`src/rtl/led_pwm_pkg.sv`:
```
// Shared types and helpers for the LED PWM pattern sequencer.
package led_pwm_pkg;

  typedef enum logic [1:0] {
    MODE_OFF     = 2'b00,
    MODE_STATIC  = 2'b01,
    MODE_BREATHE = 2'b10,
    MODE_CHASE   = 2'b11
  } mode_e;

  typedef enum logic {
    DIR_UP   = 1'b0,
    DIR_DOWN = 1'b1
  } dir_e;

  localparam int DUTY_W_DEF = 8;

  // Quarter-scale brightness steps: (sel+1)*2^(duty_w-2)-1
  function automatic logic [15:0] level_from_sw(input logic [1:0] sel, input int duty_w);
    logic [31:0] lvl;
    lvl = ((32'(sel) + 32'd1) << (duty_w - 2)) - 32'd1;
    return lvl[15:0];
  endfunction

endpackage

```
`src/rtl/led_pwm_sequencer_sw_debounce.sv`:
```
// Two-flop synchronizer plus stability counter for a bundle of slide switches.
module sw_debounce #(
  parameter int W            = 4,
  parameter int DEBOUNCE_CYC = 50000
) (
  input  logic         i_clk,
  input  logic         i_rst_n,
  input  logic [W-1:0] i_sw,
  output logic [W-1:0] o_sw
);

  localparam int CNT_W = $clog2(DEBOUNCE_CYC + 1);

  logic [W-1:0]     meta_q, sync_q;
  logic [W-1:0]     cand_q, cand_d;
  logic [W-1:0]     deb_q, deb_d;
  logic [CNT_W-1:0] cnt_q, cnt_d;

  // cnt_q holds how many consecutive cycles sync_q has matched cand_q
  always_comb begin
    cand_d = cand_q;
    cnt_d  = cnt_q;
    deb_d  = deb_q;
    if (sync_q == deb_q) begin
      cand_d = deb_q;
      cnt_d  = '0;
    end else if (sync_q != cand_q) begin
      cand_d = sync_q;
      cnt_d  = CNT_W'(1);
    end else if (cnt_q >= CNT_W'(DEBOUNCE_CYC - 1)) begin
      deb_d = sync_q;
      cnt_d = '0;
    end else begin
      cnt_d = cnt_q + CNT_W'(1);
    end
  end

  always_ff @(posedge i_clk or negedge i_rst_n) begin
    if (!i_rst_n) begin
      meta_q <= '0;
      sync_q <= '0;
      cand_q <= '0;
      deb_q  <= '0;
      cnt_q  <= '0;
    end else begin
      meta_q <= i_sw;
      sync_q <= meta_q;
      cand_q <= cand_d;
      deb_q  <= deb_d;
      cnt_q  <= cnt_d;
    end
  end

  assign o_sw = deb_q;

endmodule

```
`src/rtl/led_pwm_sequencer.sv`:
```
// LED pattern sequencer: switch-selected mode, duties loaded at PWM period ends.
// Optional perceptual correction enabled by defining LED_SEQ_GAMMA_EN.
module led_pwm_sequencer
  import led_pwm_pkg::*;
#(
  parameter int N_LED        = 8,
  parameter int DUTY_W       = DUTY_W_DEF,
  parameter int DEBOUNCE_CYC = 50000,
  parameter int STEP_PERIODS = 4
) (
  input  logic                    i_board_clk,
  input  logic                    i_rst_n,
  input  logic [3:0]              i_sw,
  input  logic                    i_period_done,
  output logic [N_LED*DUTY_W-1:0] o_duty,
  output logic                    o_load
);

  localparam logic [DUTY_W-1:0] MAX = '1;
  localparam int IDX_W = (N_LED > 1) ? $clog2(N_LED) : 1;
  localparam int CNT_W = $clog2(STEP_PERIODS * 8) + 1;

  logic [3:0]              sw_deb;
  mode_e                   mode_q, mode_d, mode_sw;
  dir_e                    dir_q, dir_d;
  logic [DUTY_W-1:0]       level_q, level_d, static_lvl;
  logic [IDX_W-1:0]        idx_q, idx_d;
  logic [CNT_W-1:0]        cnt_q, cnt_d, step_thr;
  logic [N_LED*DUTY_W-1:0] duty_q, duty_d;
  logic                    load_q, load_d;
  logic                    step;

  sw_debounce #(.W(4), .DEBOUNCE_CYC(DEBOUNCE_CYC)) u_sw_debounce (
    .i_clk   (i_board_clk),
    .i_rst_n (i_rst_n),
    .i_sw    (i_sw),
    .o_sw    (sw_deb)
  );

  function automatic logic [DUTY_W-1:0] shape(input logic [DUTY_W-1:0] v);
`ifdef LED_SEQ_GAMMA_EN
    logic [2*DUTY_W-1:0] sq;
    sq = (2*DUTY_W)'(v) * (2*DUTY_W)'(v);
    return sq[2*DUTY_W-1:DUTY_W];
`else
    return v;
`endif
  endfunction

  assign mode_sw    = mode_e'(sw_deb[1:0]);
  assign static_lvl = DUTY_W'(level_from_sw(sw_deb[3:2], DUTY_W));
  assign step_thr   = CNT_W'((STEP_PERIODS << sw_deb[3:2]) - 1);

  // All state advances only on a period boundary; a mode change pre-empts a step
  always_comb begin
    mode_d  = mode_q;
    dir_d   = dir_q;
    level_d = level_q;
    idx_d   = idx_q;
    cnt_d   = cnt_q;
    duty_d  = duty_q;
    load_d  = i_period_done;
    step    = 1'b0;
    if (i_period_done) begin
      if (mode_sw != mode_q) begin
        mode_d  = mode_sw;
        dir_d   = DIR_UP;
        level_d = '0;
        idx_d   = '0;
        cnt_d   = '0;
      end else if (mode_q == MODE_OFF || mode_q == MODE_STATIC) begin
        cnt_d = '0;
      end else if (cnt_q >= step_thr) begin
        cnt_d = '0;
        step  = 1'b1;
      end else begin
        cnt_d = cnt_q + CNT_W'(1);
      end

      if (step) begin
        if (mode_q == MODE_BREATHE) begin
          if (dir_q == DIR_UP) begin
            if (level_q == MAX) begin
              dir_d   = DIR_DOWN;
              level_d = MAX - DUTY_W'(1);
            end else begin
              level_d = level_q + DUTY_W'(1);
            end
          end else begin
            if (level_q == '0) begin
              dir_d   = DIR_UP;
              level_d = DUTY_W'(1);
            end else begin
              level_d = level_q - DUTY_W'(1);
            end
          end
        end else begin
          idx_d = (idx_q == IDX_W'(N_LED - 1)) ? '0 : idx_q + IDX_W'(1);
        end
      end

      for (int i = 0; i < N_LED; i++) begin
        case (mode_d)
          MODE_OFF:     duty_d[i*DUTY_W +: DUTY_W] = '0;
          MODE_STATIC:  duty_d[i*DUTY_W +: DUTY_W] = shape(static_lvl);
          MODE_BREATHE: duty_d[i*DUTY_W +: DUTY_W] = shape(level_d);
          default:      duty_d[i*DUTY_W +: DUTY_W] = (idx_d == IDX_W'(i)) ? shape(MAX) : '0;
        endcase
      end
    end
  end

  always_ff @(posedge i_board_clk or negedge i_rst_n) begin
    if (!i_rst_n) begin
      mode_q  <= MODE_OFF;
      dir_q   <= DIR_UP;
      level_q <= '0;
      idx_q   <= '0;
      cnt_q   <= '0;
      duty_q  <= '0;
      load_q  <= 1'b0;
    end else begin
      mode_q  <= mode_d;
      dir_q   <= dir_d;
      level_q <= level_d;
      idx_q   <= idx_d;
      cnt_q   <= cnt_d;
      duty_q  <= duty_d;
      load_q  <= load_d;
    end
  end

  assign o_duty = duty_q;
  assign o_load = load_q;

endmodule

```
`config.mk`:
```
export PLATFORM = sky130hd
export DESIGN_NAME = led_pwm_sequencer
export DESIGN_NICKNAME = d
export VERILOG_FILES = /design/src/rtl/led_pwm_pkg.sv /design/src/rtl/led_pwm_sequencer_sw_debounce.sv /design/src/rtl/led_pwm_sequencer.sv
export SDC_FILE = /design/constraint.sdc
export NUM_CORES = 1
export LEC_CHECK = 0
export CAP_MARGIN = 20
export CORE_MARGIN = 5
export CORE_UTILIZATION = 37
export CTS_CLUSTER_SIZE = 20
export DETAILED_ROUTE_END_ITERATION = 10
export SLEW_MARGIN = 0
export SYNTH_ARGS = -nofsm -noshare
export SYNTH_HDL_FRONTEND = slang
export SYNTH_SLANG_ARGS = --single-unit
```
`constraint.sdc`:
```
create_clock -name i_board_clk -period 4.9 [get_ports i_board_clk]
set_clock_uncertainty 0.05 [all_clocks]
set_input_delay 0.49 -clock i_board_clk [delete_from_list [all_inputs] [get_ports i_board_clk]]
set_output_delay 0.49 -clock i_board_clk [all_outputs]
set_load 0.02 [all_outputs]
```
======== Word-level counts from Yosys, hierarchy flattened ========
Index checks and enable logic that the tools add are counted.
word-level totals
  register bits after elaboration ......... 117
  bits in latches ......................... 0
  memory bits (writable) .................. 0
  ROM bits ................................ 0
  output and inout port bits .............. 65
  logic and storage cells ................. 95
  memories ................................ 0
operators by class
  add/sub/neg operators ................... 8
  multipliers ............................. 0
  div/mod/pow operators ................... 0
  magnitude comparators ................... 2
  equal/unequal tests ..................... 16
  shifts and indexed selects .............. 1
  multiplexer cells ....................... 47
  bitwise operators ....................... 2
  reduce and logical (&&, ||, !) cells .... 7
operators with widths
  operator                                          count
  one-hot mux 8 bit (3 select lines)                8
  two-way mux 8 bit                                 14
  two-way mux 16 bit                                3
  two-way mux 6 bit                                 3
  adder 16 x 1 -> 16 bit, second input constant     1
  >= comparator 16 bit, second input constant       1
  subtractor 8 x 1 -> 8 bit, second input constant  2
  == test 3 bit, second input constant              5
  two-way mux 3 bit                                 5
  two-way mux 1 bit                                 10
  adder 8 x 1 -> 8 bit, second input constant       1
  == test 8 bit, second input constant              1
  zero test 8 bit                                   1
  two-way mux 4 bit                                 2
  adder 6 x 1 -> 6 bit, second input constant       1
  == test 3 x 2 -> 1 bit, second input constant     2
  >= comparator 6 bit                               1
  left shift 3 x 2 -> 6 bit, first input constant   1
  subtractor 6 x 2 -> 6 bit, second input constant  1
  == test 2 x 1 -> 1 bit, second input constant     2
  == test 2 bit, second input constant              2
  == test 4 bit                                     1
  zero test 2 bit                                   2
  two-way mux 2 bit                                 2
  10 further kinds                                  11

======== Depth between registers and ports, before layout ========
  depth in word-level cells ............... 12
  depth in mapped cells ................... 10
  gate-level depth less buffers ........... 9

======== Hierarchy ========
A second synthesis with hierarchy kept.
second synthesis, totals
  cells, all modules ...................... 466
  area, all modules ....................... 5495.3 um2
modules (own cells, without submodules)
  module             instances  cells each  area each (um2)  sequential area each (um2)
  led_pwm_sequencer  1          350         4106.4           2127.0
  sw_debounce        1          116         1388.8           800.8

======== Least setup slack after synthesis ========
No wires, ideal clock.
  path type ............................... register to register
  start ................................... register u_sw_debounce.deb_q[2], in the netlist u_sw_debounce.o_sw[2]
  end ..................................... register duty_q[57], in the netlist o_duty[57]
  arrival ................................. 2.537 ns
  data required time ...................... 4.784 ns
  path slack .............................. 2.247 ns
  stages on the path, launching flop included .. 10
  period minus slack after synthesis ...... 2.653 ns
  cells stage by stage .................... dfrtp_1 > inv_1 > ha_1 > xor2_1 > ha_1 > o211ai_1 > o21a_1 > or4_1 > o31ai_2 > o22a_1
on the way
  longest elaborated chain between the ends .. 12
  elaborated cells between the ends (all ways) .. 13
ends and longest elaborated chain
  what                                  line                                 text
  start: declaration                    led_pwm_sequencer_sw_debounce.sv:16  logic [W-1:0] deb_q, deb_d;
  start signal: assignment              led_pwm_sequencer_sw_debounce.sv:43  deb_q <= '0;
  start signal: assignment              led_pwm_sequencer_sw_debounce.sv:49  deb_q <= deb_d;
  left shift 3 x 2 -> 6 bit *           led_pwm_sequencer.sv:52              assign step_thr = CNT_W'((STEP_PERIODS << sw_deb[3:2]) - 1);
  subtractor 6 x 2 -> 6 bit *           led_pwm_sequencer.sv:52
  >= comparator 6 bit *                 led_pwm_sequencer.sv:73              end else if (cnt_q >= step_thr) begin
  two-way mux 1 bit *                   led_pwm_sequencer.sv:73
  two-way mux 1 bit *                   led_pwm_sequencer.sv:71              end else if (mode_q == MODE_OFF || mode_q == MODE_STATIC) begin
  two-way mux 1 bit *                   led_pwm_sequencer.sv:65              if (mode_sw != mode_q) begin
  two-way mux 1 bit *                   led_pwm_sequencer.sv:64              if (i_period_done) begin
  two-way mux 3 bit                     led_pwm_sequencer.sv:80              if (step) begin
  two-way mux 3 bit                     led_pwm_sequencer.sv:64
  == test 3 bit                         led_pwm_sequencer.sv:107             default: duty_d[i*DUTY_W +: DUTY_W] = (idx_d == IDX_W'(i)) ? shape(MAX) : '0;
  two-way mux 8 bit                     led_pwm_sequencer.sv:107
  one-hot mux 8 bit (3 select lines) *  led_pwm_sequencer.sv:103             case (mode_d)
  end signal: assignment                led_pwm_sequencer.sv:128             duty_q <= duty_d;
  end: declaration                      led_pwm_sequencer.sv:29              logic [N_LED*DUTY_W-1:0] duty_q, duty_d;
Every way passes the cells marked *; elsewhere a longest branch is shown, timed or not. The select of a mux whose other input is x is not followed.
A chain may end at the register's enable or synchronous reset.

======== Worst setup path after layout ========
  start ................................... register u_sw_debounce.deb_q[2], in the netlist u_sw_debounce.o_sw[2]
  end ..................................... register duty_q[51], in the netlist o_duty[51]
The elaborated chain is that of the path after synthesis.

==> metrics.txt <==
fraction of synthesized cell area taken by the top area cell type 51.4%; async set or reset register ratio after synthesis 100%; power density over cell area 348 mW/mm²; proportion of power drawn by flip-flops and latches 42.3%; DRT antenna net count 0; clock period minus worst slack 3.56 ns; total CTS buffers 17; total core area 0.0151 mm²; overall via count from detail_route 4623; initial standard-cell utilization of the core 37.6%; post-synthesis share of cell area spent on full adders, half adders and majority gates 3.29%; antenna fix cells 0; Power Internal 1820 µW; sequential fraction of the synthesis area 51.4%; sequence of cells on the critical path inv_1, ha_1, xor2_1, ha_1, o211ai_1, o21ai_1, nor2_1, a21oi_1, a31oi_1; overall overflow remaining after global route 0; vias in the first global route 4557; number of hold violations in the final report 0; Synth Flop Type sky130_fd_sc_hd__dfrtp_1; wire length of the first global-routing pass 24.6 mm; largest area contributor in the netlist sky130_fd_sc_hd__dfrtp_1; vias per cell 5.81; Pre-antenna DRT Iters 5; number of design rule violations left after detail routing 0; clock insertion delay at the later pin of the skew report 0.42 ns; largest fanout on the critical path 15; Slowest Stage Delay on Critical Path 0.82 ns; gate family responsible for the most delay along the worst path compound AO/OA/AOI/OAI gates; Unique masters post-synth 62; # hold bufs at CTS 0; CTS H-tree depth 4; dominant combinational cell family by area after synthesis compound AO/OA/AOI/OAI gates; CTS Sinks 117; compound-gate portion of the synthesized area 22.3%; wire per inst 18.6 µm; overall fraction of global-route tracks in use 17.1%; site row count 45; critical path data arrival time 3.75 ns; TritonCTS clock tree yes; per-instance average area after synthesis 10.7 µm²; fmax 281 MHz; Leak Pwr 0.00300 µW; part of the total power dissipated in combinational logic 9.3%; # placed instances 764; warning count from the yosys run 0; flop and latch count out of synthesis 117; Max Cap Violations 0; initial antenna violation count 0; # fillers 1364; maximum number of pins on one net before global-route repair 73; clock-pin slew on the worst setup and hold paths 0.06 ns; Horiz. Die Dim 134 µm; cell with the biggest individual delay on the critical path sky130_fd_sc_hd__o21ai_1; HPWL after DPL 10.5 mm; final count of negative-setup-slack endpoints 0; slew at the pin closest to its max-slew limit 1.02 ns; area of the multi-input gates 0.00259 mm²; fraction of power spent switching nets 26.3%; y dimension of the die 134 µm; Longest Clk Path Bufs 2; worst supply voltage drop on vdd 0.227 mV; final sum of negative setup slack 0 ns; worst slew slack as a fraction of its limit 31.5%; data required time of the worst path 5.09 ns; drt total wl 14.8 mm; number of gates resized after cts 0; basic-gate share of the synthesized area counting and, or, nand and nor cells 14.1%; overall power consumption 2470 µW; Post-Synth XOR/XNOR Area 4.30%; Tightest Hold Check Type in2async; Post-Synthesis Cells 534; CTS root buf sky130_fd_sc_hd__clkbuf_16; critical path launch point type flip-flop; Net Count, Synth 556; Worst setup EP type flip-flop; non-filler instance count after layout 796; Layout area overhead 24.6%; sequential cell area 0.00293 mm²; post-synthesis instance area 0.00570 mm²; final weighted congestion in routability-driven placement 0.898; Worst Path Buf+Inv 1; final period utilization 72.6%; overall die area 0.0180 mm²; total setup buffers inserted after CTS 0; synth top area cells sky130_fd_sc_hd__dfrtp_1 51%, sky130_fd_sc_hd__o22a_1 6.3%, sky130_fd_sc_hd__nor2_1 3.5%, sky130_fd_sc_hd__ha_1 3.3%, sky130_fd_sc_hd__a31oi_1 3.1%; proportion of synthesized area in mux cells 1.56%; critical path type reg2reg; Layout Nets 617; Clock Power Share 48.4%; initial DRC count 331; EDFF count, synth 0; switching component of the power 648 µW; cell with the most instances on the worst path sky130_fd_sc_hd__ha_1; max-slew violation total from the final report 0; layout cell share with drive strength beyond 1 9.38%; I/O Pins 72; run status completed; setup repair after global routing missed its margin false; final core occ 46.9%; Port Buffers 71
-- final cells by class --
type	count	area share [%]
multi-input combinational	373	36.5
clock inverter	15	2.06
inverter	12	0.634
tap	188	3.31
timing repair buffer	74	10.2
clock buffer	17	5.99
sequential	117	41.2
-- path summary, 6_finish.rpt --
kind	from	end	slack (ns)	depth (start not counted)
min	i_rst_n	level_q[4]$_DFFE_PN0P_	0.14	1
min in group i_board_clk	u_sw_debounce.meta_q[0]$_DFF_PN0_	u_sw_debounce.sync_q[0]$_DFF_PN0_	0.30	0
max in group asynchronous	i_rst_n	u_sw_debounce.cnt_q[4]$_DFF_PN0_	3.56	2
min reg2reg	u_sw_debounce.meta_q[0]$_DFF_PN0_	u_sw_debounce.sync_q[0]$_DFF_PN0_	0.30	0
max reg2reg	u_sw_debounce.o_sw[2]$_DFFE_PN0P_	o_duty[51]$_DFFE_PN0P_	1.34	9
max	u_sw_debounce.o_sw[2]$_DFFE_PN0P_	o_duty[51]$_DFFE_PN0P_	1.34	9
-- sequential cells by signal, indices dropped and copies added, names as in the netlist, named ones only --
name / cells
u_sw_debounce.o_sw: 4
u_sw_debounce.cnt_q: 16
idx_q: 3
o_duty: 64
u_sw_debounce.meta_q: 4
u_sw_debounce.sync_q: 4
cnt_q: 6
u_sw_debounce.cand_q: 4
o_load: 1
dir_q: 1
level_q: 8
-- logic make-up after synthesis --
kind of cell | Yosys count
xor gates and xnor gates | 28
muxes | 8
AOI/OAI and AO/OA | 167
and+or+nand+nor | 155
adders and majority gates | 15
buffers and inverters | 44
DFF | 117
-- Yosys cell counts (10+ instances only) --
cell type                  count
sky130_fd_sc_hd__nand3_1      16
sky130_fd_sc_hd__a31oi_1      28
sky130_fd_sc_hd__ha_1         15
sky130_fd_sc_hd__clkbuf_1     22
sky130_fd_sc_hd__dfrtp_1     117
sky130_fd_sc_hd__o22a_1       41
sky130_fd_sc_hd__buf_2        10
sky130_fd_sc_hd__xor2_1       19
sky130_fd_sc_hd__o21ai_0      18
sky130_fd_sc_hd__nor2_1       53
sky130_fd_sc_hd__a21oi_1      12
sky130_fd_sc_hd__and3_1       10
sky130_fd_sc_hd__inv_1        12
sky130_fd_sc_hd__nand2_1      22
-- cell usage in the layout (no fill, tap or decap), types with 10 or more instances in the layout --
cell type                         synthesis  routed
sky130_fd_sc_hd__and3_1                  10      10
sky130_fd_sc_hd__xor2_1                  19      19
sky130_fd_sc_hd__clkbuf_16                0      17
sky130_fd_sc_hd__a31oi_1                 28      28
sky130_fd_sc_hd__dfrtp_1                117     117
sky130_fd_sc_hd__nor2_1                  53      53
sky130_fd_sc_hd__nand2_1                 22      22
sky130_fd_sc_hd__clkdlybuf4s50_1          0      69
sky130_fd_sc_hd__o21ai_0                 18      18
sky130_fd_sc_hd__inv_1                   12      12
sky130_fd_sc_hd__nand3_1                 16      16
sky130_fd_sc_hd__o22a_1                  41      41
sky130_fd_sc_hd__a21oi_1                 12      12
sky130_fd_sc_hd__ha_1                    15      15
-- power groups by stage --
stage	sequential [µW]	clock, µW	combinational (µW)
global route	1050	1260	250
CTS	1050	1220	235
global placement	1060	0	231
detailed placement	1060	0	234
floorplan	1100	0	74.9
finish	1050	1190	230
-- per-layer routing --
layer	share of wire, %	GRT usage (%)	wire (µm)
met5	0	0	0
met2	47	27.2	6950
met3	5.2	4.05	778
met4	1.6	5.09	231
met1	46	23.4	6880
-- per-stage QoR --
| stage | cell area [µm²] | hold slack, ns | setup slack (ns) |
|---|---|---|---|
| after floorplan | 5700 | 0.144 | 2.25 |
| after global placement | 6530 | 0.286 | 1.39 |
| after detailed placement | 6530 | 0.286 | 1.37 |
| after CTS | 7100 | 0.179 | 1.36 |
| after global routing | 7100 | 0.223 | 0.972 |
| final | 7100 | 0.139 | 1.34 |
(Power assumes the default switching activity.)
